[src/rtl/pipe_ctrl.sv]
// Pipeline control for the five-stage MIPS core: per-stage stall vector,
// multi-cycle EX sequencing with an internal down-counter, and flush/redirect.
module pipe_ctrl #(
    parameter int CNT_W = 6,
    parameter int PC_W  = 32
) (
    input  logic             clk,
    input  logic             rst,
    input  logic             stallreq_id,
    input  logic             stallreq_ex,
    input  logic             mc_start,
    input  logic [CNT_W-1:0] mc_cycles,
    input  logic             flush_req,
    input  logic [PC_W-1:0]  flush_pc,
    output logic [5:0]       stall,
    output logic             flush,
    output logic [PC_W-1:0]  new_pc,
    output logic             mc_busy,
    output logic             mc_done
);

    typedef enum logic [1:0] {
        RUN   = 2'd0,
        MC    = 2'd1,
        FLUSH = 2'd2
    } state_t;

    localparam logic [5:0] STALL_EX = 6'b001111;
    localparam logic [5:0] STALL_ID = 6'b000111;

    state_t           r_state;
    logic [CNT_W-1:0] r_cnt;
    logic [PC_W-1:0]  r_new_pc;
    logic             r_flush;
    logic             r_mc_busy;
    logic             r_mc_done;
    logic [5:0]       w_stall;

    // EX outranks ID; a starting multi-cycle op stalls in its own issue cycle.
    always_comb begin
        w_stall = '0;
        if (!rst) begin
            unique case (r_state)
                MC:      w_stall = STALL_EX;
                RUN: begin
                    if (mc_start || stallreq_ex) w_stall = STALL_EX;
                    else if (stallreq_id)        w_stall = STALL_ID;
                end
                default: w_stall = '0;
            endcase
        end
    end

    always_ff @(posedge clk) begin
        if (rst) begin
            r_state   <= RUN;
            r_cnt     <= '0;
            r_new_pc  <= '0;
            r_flush   <= 1'b0;
            r_mc_busy <= 1'b0;
            r_mc_done <= 1'b0;
        end else begin
            r_mc_done <= 1'b0;
            if (flush_req) begin
                // Flush aborts any in-flight op silently.
                r_state   <= FLUSH;
                r_new_pc  <= flush_pc;
                r_cnt     <= '0;
                r_flush   <= 1'b1;
                r_mc_busy <= 1'b0;
            end else begin
                unique case (r_state)
                    RUN: begin
                        if (mc_start) begin
                            if (mc_cycles >= CNT_W'(2)) begin
                                r_state   <= MC;
                                r_cnt     <= mc_cycles - CNT_W'(1);
                                r_mc_busy <= 1'b1;
                            end else begin
                                r_mc_done <= 1'b1;
                            end
                        end
                    end
                    MC: begin
                        r_cnt <= r_cnt - CNT_W'(1);
                        if (r_cnt == CNT_W'(1)) begin
                            r_state   <= RUN;
                            r_mc_done <= 1'b1;
                            r_mc_busy <= 1'b0;
                        end
                    end
                    FLUSH: begin
                        r_state <= RUN;
                        r_flush <= 1'b0;
                    end
                    default: begin
                        r_state   <= RUN;
                        r_flush   <= 1'b0;
                        r_mc_busy <= 1'b0;
                    end
                endcase
            end
        end
    end

    assign stall   = w_stall;
    assign flush   = r_flush;
    assign new_pc  = r_new_pc;
    assign mc_busy = r_mc_busy;
    assign mc_done = r_mc_done;

endmodule

[config.mk]
export PLATFORM = sky130hd
export DESIGN_NAME = pipe_ctrl
export DESIGN_NICKNAME = d
export VERILOG_FILES = /design/src/rtl/pipe_ctrl.sv
export SDC_FILE = /design/constraint.sdc
export NUM_CORES = 1
export LEC_CHECK = 0
export BUFFER_PORTS_ARGS = -buffer_cell sky130_fd_sc_hd__buf_2
export CAP_MARGIN = 15
export CORE_ASPECT_RATIO = 0.5
export CORE_MARGIN = 2
export CORE_UTILIZATION = 32
export DETAILED_ROUTE_END_ITERATION = 7
export GPL_TIMING_DRIVEN = 1
export PLACE_DENSITY = 0.64
export SYNTH_ARGS = -nofsm -noshare
export SYNTH_HDL_FRONTEND = slang
export SYNTH_SLANG_ARGS = --single-unit
[constraint.sdc]
create_clock -name clk -period 2.5 [get_ports clk]
set_input_delay 0.125 -clock clk [delete_from_list [all_inputs] [get_ports clk]]
set_output_delay 0.125 -clock clk [all_outputs]
set_load 0.01 [all_outputs]
==> results of run 1 <==
registers in the layout, indices dropped and copies added (netlist names):
| name | cells |
|---|---|
| flush | 1 |
| mc_busy | 1 |
| mc_done | 1 |
| new_pc | 32 |
| r_cnt | 6 |
| r_state | 2 |
layer usage:
layer,global-route usage [%],share of wire [%],vias up
met1,14.2,43,734
li1,-,-,813
met4,6.10,1.6,0
met3,3.24,4.7,8
met5,0,0,-
met2,23.6,51,37
worst max-delay path, delay by kind of cell (launching register included):
| kind | cells | cell delay [ns] |
|---|---|---|
| buf+inv | 1 | 0.17 |
| compound gates | 3 | 0.91 |
| simple gates | 1 | 0.10 |
| flops | 1 | 0.51 |
cells by family after synthesis:
kind of cell / Yosys count / synth area share, %
AND/OR/NAND/NOR: 62 / 15.4
other: 1 / 0.199
buffers and inverters: 25 / 7.04
multiplexers: 34 / 18.1
AO/OA/AOI/OAI: 26 / 9.04
flip-flops: 43 / 45.7
XOR/XNOR: 4 / 1.86
adder cells (fa/ha/maj): 4 / 2.66
final timing paths:
path	from	to	slack (ns)
worst min-delay path	flush_pc[23]	new_pc[23]	0.08
worst min register to register	mc_busy	mc_busy	0.47
worst max register to register	r_state[0]	r_cnt[4]	0.68
worst max-delay path	r_state[0]	r_cnt[4]	0.68
cell type report:
class | instances | area (sq um)
inverters | 9 | 35.0
multi-input cells | 132 | 893
clock buffers | 6 | 129
repair buffers | 83 | 418
clock inverters | 2 | 60.1
well taps | 73 | 91.3
fillers | 528 | 3100
flip-flops and latches | 43 | 861
through the flow:
step                      setup slack [ns]  hold slack [ns]  util [%]  instances  area [sq um]
after floorplan                       1.20            0.272         -        200          1890
after global placement               0.732            0.358      41.1        340          2300
after detailed placement             0.633            0.369      41.1        340          2300
after CTS                            0.663           0.0744      44.5        348          2490
after global routing                 0.488           0.0821      44.5        348          2490
final                                0.682           0.0815      44.5        348          2490
synthesized netlist by cell type, drive strengths merged:
master and number:
inv 8, a211oi 4, xnor2 3, buf 11
or2 1, mux2i 34, conb 1, nand3 3
dfxtp 43, clkbuf 5, nor2b 1, nor3 5
nor4 3, or4 1, a22oi 3, a21oi 10
xor2 1, nand2 5, o22ai 3, ha 4
a31oi 1, nand2b 2, nor2 41, clkinv 1
o21ai 5
power by group through the flow:
stage	Clock (mW)	Combinational, mW	Sequential, mW
2_1_floorplan	0	0.138	0.775
3_3_place_gp	0	0.232	0.762
3_5_place_dp	0	0.236	0.764
4_1_cts	0.845	0.236	0.749
5_1_grt	0.873	0.259	0.754
6_report	0.818	0.233	0.749
cell usage in the layout (no fill, tap or decap), drive strengths merged, types with 3 or more instances in the layout:
cell    synthesis  layout
nand2           5       5
nor2           41      41
buf            11      83
nand3           3       3
nor4            3       3
o21ai           5       5
o22ai           3       3
inv             8       8
a211oi          4       4
a22oi           3       3
xnor2           3       3
a21oi          10      10
ha              4       4
dfxtp          43      43
mux2i          34      34
clkbuf          5       6
nor3            5       5
==> flow_summary.toml, run 1 <==
[cells_and_area]
nets = 322
area_growth_pct = 32.1
antenna_cells = 0
drive_gt1_share_pct = 35.6

[route]
dr.first_iter.drc_count = 50
route.detailed.drc = 0
routedWlPerCell_um = 11.9
postRouteAntennaNets = 0
vias = 1592
via_per_inst = 4.57
drt-total-wl_um = 4140
dr.pass1.iters = 4

[timing]
finalHoldViolations = 0
finClkSkew_ns = 0.00608
setup_tns_ns = 0
setup_viol = 0
rsz0062_at_grt = "no"
worstMarginPinSlew_ns = 0.736
max_freq_mhz = 550
period_needed_ns = 1.82
drv_slew = 0
slew_headroom_pct = 50.8
fin_crit_sh_pct = 72.7

[clock_tree]
post_cts_buffers = 0
hold_buffers = 0
numCtsBuffers = 5
clock_latency_ns = 0.28
ctsRootBufferMaster = "clkbuf_16"
h-tree-depth = 2
clock_sinks = 43
cts_tree = "built"
clkTransAtPathRegs_ns = 0.06
ctsResizeCount = 0
ctsLongestPathBuffers = 2

[grt]
overflow = 0
grt_pass1_vias = 1530
grt_first_pass_wirelength_um = 6770
antenna_found_initial = 0
grt_util_all_layers_pct = 12.8
grt_start_max_net_pins = 38

[power]
pwr-share-seq_pct = 41.6
p_int_mw = 1.40
sw_frac_of_total_pct = 22.0
p_switching_uw = 395
total_power_mw = 1.80
p_comb_share_pct = 12.9
ir_worst_vdd_v = 0.000291
power_density_mw_per_mm2 = 724
p_leak_nw = 1.24
clkPwrFrac_pct = 45.5

[floorplanning]
die_h_um = 58.2
row_count = 19
initial_core_util_pct = 33.7
die_x_um = 112
io_pins = 85
fp.coreArea_sq_mm = 0.00559
design.die.area_sq_mm = 0.00655

[critical_path]
critPathSlowestCell = "a211oi_2"
critPathLaunchType = "flip-flop"
critical_path.max_stage_delay_ns = 0.66
path_cells = "nor4_4, a211oi_2, clkinv_2, o21ai_2, o22ai_1"
end_kind = "flip-flop"
crit_required_ns = 2.66
arrival_ns = 1.98
crit_type = "reg -> reg"
critPathMaxFanout = 11
reg2regPathDepth = 5

[synth]
avgSynthCellArea_sq_um = 9.46
yosys-top-cells-area = "dfxtp_1 46%, mux2i_1 18%, nor2_1 8.2%, a21oi_1 2.7%, ha_1 2.7%"
synth_seq_cells = 43
synth_area_leader_cell = "dfxtp_1"
ys_warn_count = 0
synth_cells = 199
synth_top_cell_area_share_pct = 45.7
syn_area_sq_mm = 0.00188
yosysSeqAreaShare_pct = 45.7
ys_types = 33

[hold_path]
whs_path_depth = 3
worstHoldPathType = "in -> reg"

[run]
maxCapViolCount = 0

[outcome]
status = "finished clean"

[place]
gp_congestion = 0.888
hpwl_um = 3130
port_buffers = 82
Power figures use the tool's default switching activity.
==> inputs of run 2 (changes only) <==
==> constraint.sdc (replaced) <==
create_clock -name clk -period 1.7 [get_ports clk]
set_input_delay 0.085 -clock clk [delete_from_list [all_inputs] [get_ports clk]]
set_output_delay 0.085 -clock clk [all_outputs]
set_load 0.01 [all_outputs]
==> run 2 against run 1 <==
Setup slack lost 0.50 ns. Non-clock buffer count rose by 4. Final area barely moved. Cell count up 1.1%. Clock skew is 0.0023 ns lower. Count of clock-buffer cells in the layout rose by 1. Sequential share of layout area hardly changed. Register-to-register slack lost 0.36 ns. Sequential cell count unchanged. Critical path depth down 1.
==> flow_summary.toml, run 2 (synthesis results as in run 1) <==
[cells_and_area]
mostFrequentLayoutCells = "82 x buf_2, 43 x dfxtp_1, 41 x nor2_1"
antenna_cells = 0
finish.instance_area_sq_mm = 0.00249
area_growth_pct = 32.2
fillers = 553
largest_reg_flops = 32
drive_gt1_share_pct = 36.9
final_common_cell = "buf_2"
nets = 326
final_core_util_pct = 44.5

[floorplanning]
initial_core_util_pct = 33.7
row_count = 19
fp.coreArea_sq_mm = 0.00559
design.die.area_sq_mm = 0.00655
io_pins = 85
die_h_um = 58.2
die_x_um = 112

[timing]
finalHoldViolations = 0
postLayoutSetupSlackWorst_ns = 0.180
setup_tns_ns = 0
fin_crit_sh_pct = 89.4
drv_slew = 0
rsz0062_at_grt = "no"
setup_viol = 0
max_freq_mhz = 658
finClkSkew_ns = 0.00378
period_needed_ns = 1.52

[route]
via_per_inst = 4.59
vias = 1617
drt-total-wl_um = 4140
routedWlPerCell_um = 11.8
dr.pass1.iters = 4
postRouteAntennaNets = 0
dr.first_iter.drc_count = 26
route.detailed.drc = 0

[hold_path]
worstHoldPathType = "in -> reg"
min_to = "new_pc[25]"
whs_path_depth = 3
holdCritStartpoint = "flush_pc[25]"

[clock_tree]
ctsRootBufferMaster = "clkbuf_16"
ctsLongestPathBuffers = 2
clkTransAtPathRegs_ns = 0.06
h-tree-depth = 2
ctsResizeCount = 0
clock_latency_ns = 0.27
cts_tree = "built"
numCtsBuffers = 5
post_cts_buffers = 0
hold_buffers = 0
clock_sinks = 43

[run]
maxCapViolCount = 0

[critical_path]
crit_required_ns = 1.62
ff2ff_setup_slack_ns = 0.32
reg2reg_to = "r_cnt[5]"
r2r-start = "r_cnt[0]"
arrival_ns = 1.44
critPathLaunchType = "flip-flop"
end_kind = "output pin"
reg2regPathDepth = 5
crit_type = "reg -> out"
critPathMaxFanout = 5

[place]
port_buffers = 82
pre_cts_slack_ns = 0.239
place_area_sq_mm = 0.00233
gp_congestion = 0.849
hpwl_um = 3230

[grt]
antenna_found_initial = 0
grt_first_pass_wirelength_um = 7000
grt_start_max_net_pins = 21
overflow = 0
grt_util_all_layers_pct = 13.1
grt_pass1_vias = 1600

[power]
p_leak_nw = 1.24
total_power_mw = 2.44
power_density_mw_per_mm2 = 979
ir_worst_vdd_v = 0.000370

[outcome]
status = "finished clean"
## run 2: worst max-delay path by stage
| stage | from | endpoint | slack [ns] |
|---|---|---|---|
| final | r_state[0] | stall[0] | 0.18 |
| after global routing | r_state[0] | stall[0] | 0.08 |
| after global placement | mc_cycles[0] | r_cnt[2] | 0.30 |
| after floorplan | r_cnt[0] | r_cnt[5] | 0.41 |
| after detailed placement | mc_cycles[0] | r_cnt[3] | 0.24 |
| after CTS | r_state[0] | stall[0] | 0.15 |
## run 2: area by class of cell
type | count | area (sq um) | area share, %
Multi-Input combinational cell | 132 | 893 | 35.9
Sequential cell | 43 | 861 | 34.6
Timing Repair Buffer | 87 | 448 | 18.0
Clock buffer | 7 | 153 | 6.13
Tap cell | 73 | 91.3 | 3.67
Inverter | 9 | 35.0 | 1.41
Clock inverter | 1 | 7.51 | 0.302
## run 2: where the power goes
group	internal [mW]	switching [mW]	leakage (nW)	total (mW)
sequential	1.07	0.0349	0.354	1.10
clock	0.624	0.361	0.0761	0.984
combinational	0.166	0.187	0.810	0.352
## run 2: critical path, cell delays in order (launching register included)
cell and delay, ns:
dfxtp_1 0.41, buf_4 0.17, nor3_1 0.06, a211oi_1 0.32, buf_2 0.20
## run 2: layer usage
layer / vias up / routed length (um) / global-route usage, %
met5: - / 0 / 0
met4: 0 / 0 / 4.36
met3: 0 / 160 / 3.03
met2: 35 / 2180 / 24.4
met1: 757 / 1800 / 15.2
li1: 825 / - / -
## run 2: through the flow
stage / cells / hold WS [ns]
floorplan: 200 / 0.232
global placement: 344 / 0.316
detailed placement: 344 / 0.333
CTS: 352 / 0.0402
global route: 352 / 0.0445
finish: 352 / 0.0436
==> inputs of run 3 (changes only) <==
--- a/config.mk
+++ b/config.mk
@@ -12,7 +12,9 @@
 export CORE_UTILIZATION = 32
 export DETAILED_ROUTE_END_ITERATION = 7
 export GPL_TIMING_DRIVEN = 1
+export HOLD_SLACK_MARGIN = 0.1
 export PLACE_DENSITY = 0.64
+export RECOVER_POWER = 50
 export SYNTH_ARGS = -nofsm -noshare
 export SYNTH_HDL_FRONTEND = slang
 export SYNTH_SLANG_ARGS = --single-unit
==> run 3 against run 2 <==
Clock power increased by 0.5%. Critical path depth unchanged. Die area unchanged. Sequential cell count did not move. Sequential power about the same. Hold slack better by 0.074 ns. Via count increased by 7.5%. Global-route usage rose by 1.5 points. Clock skew down 0.0011 ns. Combinational power grew 16%. Final area rose by 12%.
==> flow_summary.toml, run 3 (synthesis results as in run 1) <==
[cells_and_area]
multi_input_area_sq_um = 893
nets = 358
drive_gt1_share_pct = 28.9
register_area_sq_um = 861
mostFrequentLayoutCells = "71 x buf_2, 43 x dfxtp_1, 41 x nor2_1"
antenna_cells = 0
largest_reg_flops = 32
final_common_cell = "buf_2"
fillers = 538
area_growth_pct = 47.9

[critical_path]
r2r-start = "r_cnt[0]"
crit_type = "reg -> out"
critPathLaunchType = "flip-flop"
end_kind = "output pin"
path_cells = "buf_4, nor3_1, a211oi_1, buf_2"
crit_required_ns = 1.62
ff2ff_setup_slack_ns = 0.31
reg2reg_to = "r_cnt[5]"
reg2regPathDepth = 5
critPathSlowestCell = "dfxtp_1"
critPathMaxFanout = 5
critical_path.max_stage_delay_ns = 0.41
arrival_ns = 1.44

[floorplanning]
fp.coreArea_sq_mm = 0.00559
initial_core_util_pct = 33.7
die_h_um = 58.2
row_count = 19
die_x_um = 112
io_pins = 85
design.die.area_sq_mm = 0.00655

[clock_tree]
ctsRootBufferMaster = "clkbuf_16"
ctsLongestPathBuffers = 2
h-tree-depth = 2
ctsResizeCount = 0
clkTransAtPathRegs_ns = 0.06
clock_latency_ns = 0.27
cts_tree = "built"
numCtsBuffers = 5
clock_sinks = 43

[hold_path]
worstHoldPathType = "in -> reg"
whs_path_depth = 3
min_to = "mc_done"
holdCritStartpoint = "mc_start"

[route]
wl_met2_um = 2520
via_per_inst = 4.53
route.met3.wl_um = 140
route.detailed.drc = 0
drt-total-wl_um = 4670
routedWlPerCell_um = 12.2
dr.first_iter.drc_count = 42
vias = 1738
top_layer = "met4"
wl_met1_um = 1990
postRouteAntennaNets = 0
dr.pass1.iters = 4

[timing]
fin_crit_sh_pct = 89.7
worstMarginPinSlew_ns = 0.884
setup_tns_ns = 0
max_freq_mhz = 656
drv_slew = 0
rsz0062_at_grt = "no"
slew_headroom_pct = 41.1
period_needed_ns = 1.53
setup_viol = 0
finalHoldViolations = 0
whs_ns = 0.117
finClkSkew_ns = 0.00267

[grt]
overflow = 0
grt_start_max_net_pins = 21
grt_util_all_layers_pct = 14.6
antenna_found_initial = 0
grt_pass1_vias = 1725
grt_first_pass_wirelength_um = 7720

[place]
hpwl_um = 3230
gp_congestion = 0.849
port_buffers = 82

[power]
ir_worst_vdd_v = 0.000372
power_density_mw_per_mm2 = 897
p_leak_nw = 1.33

[outcome]
status = "finished clean"

[run]
maxCapViolCount = 0
## run 3: cell types whose count changed in the layout (fill, tap and decap cells not counted), sizes merged
cell,change
dlygate4sd3,+32
clkbuf,+14
buf,-14
## run 3: metal layers
| layer | GRT usage, % | vias up |
|---|---|---|
| li1 | - | 894 |
| met1 | 16.4 | 809 |
| met2 | 28.1 | 33 |
| met3 | 3.24 | 2 |
| met4 | 4.70 | 0 |
| met5 | 0 | - |
## run 3: repair_timing
action	CTS	global route
hold endpoints to repair	32	0
hold buffers	32	0
setup buffers	0	0
## run 3: worst max-delay path by stage
stage	cells past startpoint	to	start	slack, ns
after CTS	4	stall[0]	r_state[0]	0.15
after floorplan	5	r_cnt[5]	r_cnt[0]	0.41
after global routing	4	stall[0]	r_state[0]	0.08
final	4	stall[0]	r_state[0]	0.17
after detailed placement	9	r_cnt[3]	mc_cycles[0]	0.24
after global placement	8	r_cnt[2]	mc_cycles[0]	0.30
## run 3: stage by stage
step / cell area (sq um) / total power [mW] / worst slack (ns) / instances / util [%]
CTS: 2810 / 2.54 / 0.153 / 384 / 50.3
global route: 2790 / 2.62 / 0.0786 / 384 / 49.9
global placement: 2330 / 1.47 / 0.302 / 344 / 41.7
finish: 2790 / 2.50 / 0.175 / 384 / 49.9
floorplan: 1890 / 1.34 / 0.412 / 200 / -
detailed placement: 2330 / 1.48 / 0.239 / 344 / 41.7
## run 3: critical path, delay by kind of cell, from the launching register on
kind | cells | cell delay [ns]
compound gates | 1 | 0.32
buf+inv | 2 | 0.37
flops | 1 | 0.41
simple gates | 1 | 0.06
## run 3: power breakdown
| part | total [mW] | internal [mW] | switching (mW) |
|---|---|---|---|
| combinational | 0.409 | 0.208 | 0.201 |
| sequential | 1.10 | 1.07 | 0.0355 |
| clock | 0.989 | 0.624 | 0.366 |
| total | 2.50 | 1.90 | 0.602 |
## run 3: final cells by class
type                    instances  share of cell area [%]
well taps                      73                    3.28
clock inverters                 1                   0.270
inverters                       9                    1.26
flip-flops and latches         43                    30.9
clock buffers                   7                    5.48
repair buffers                119                    26.7
multi-input cells             132                    32.1
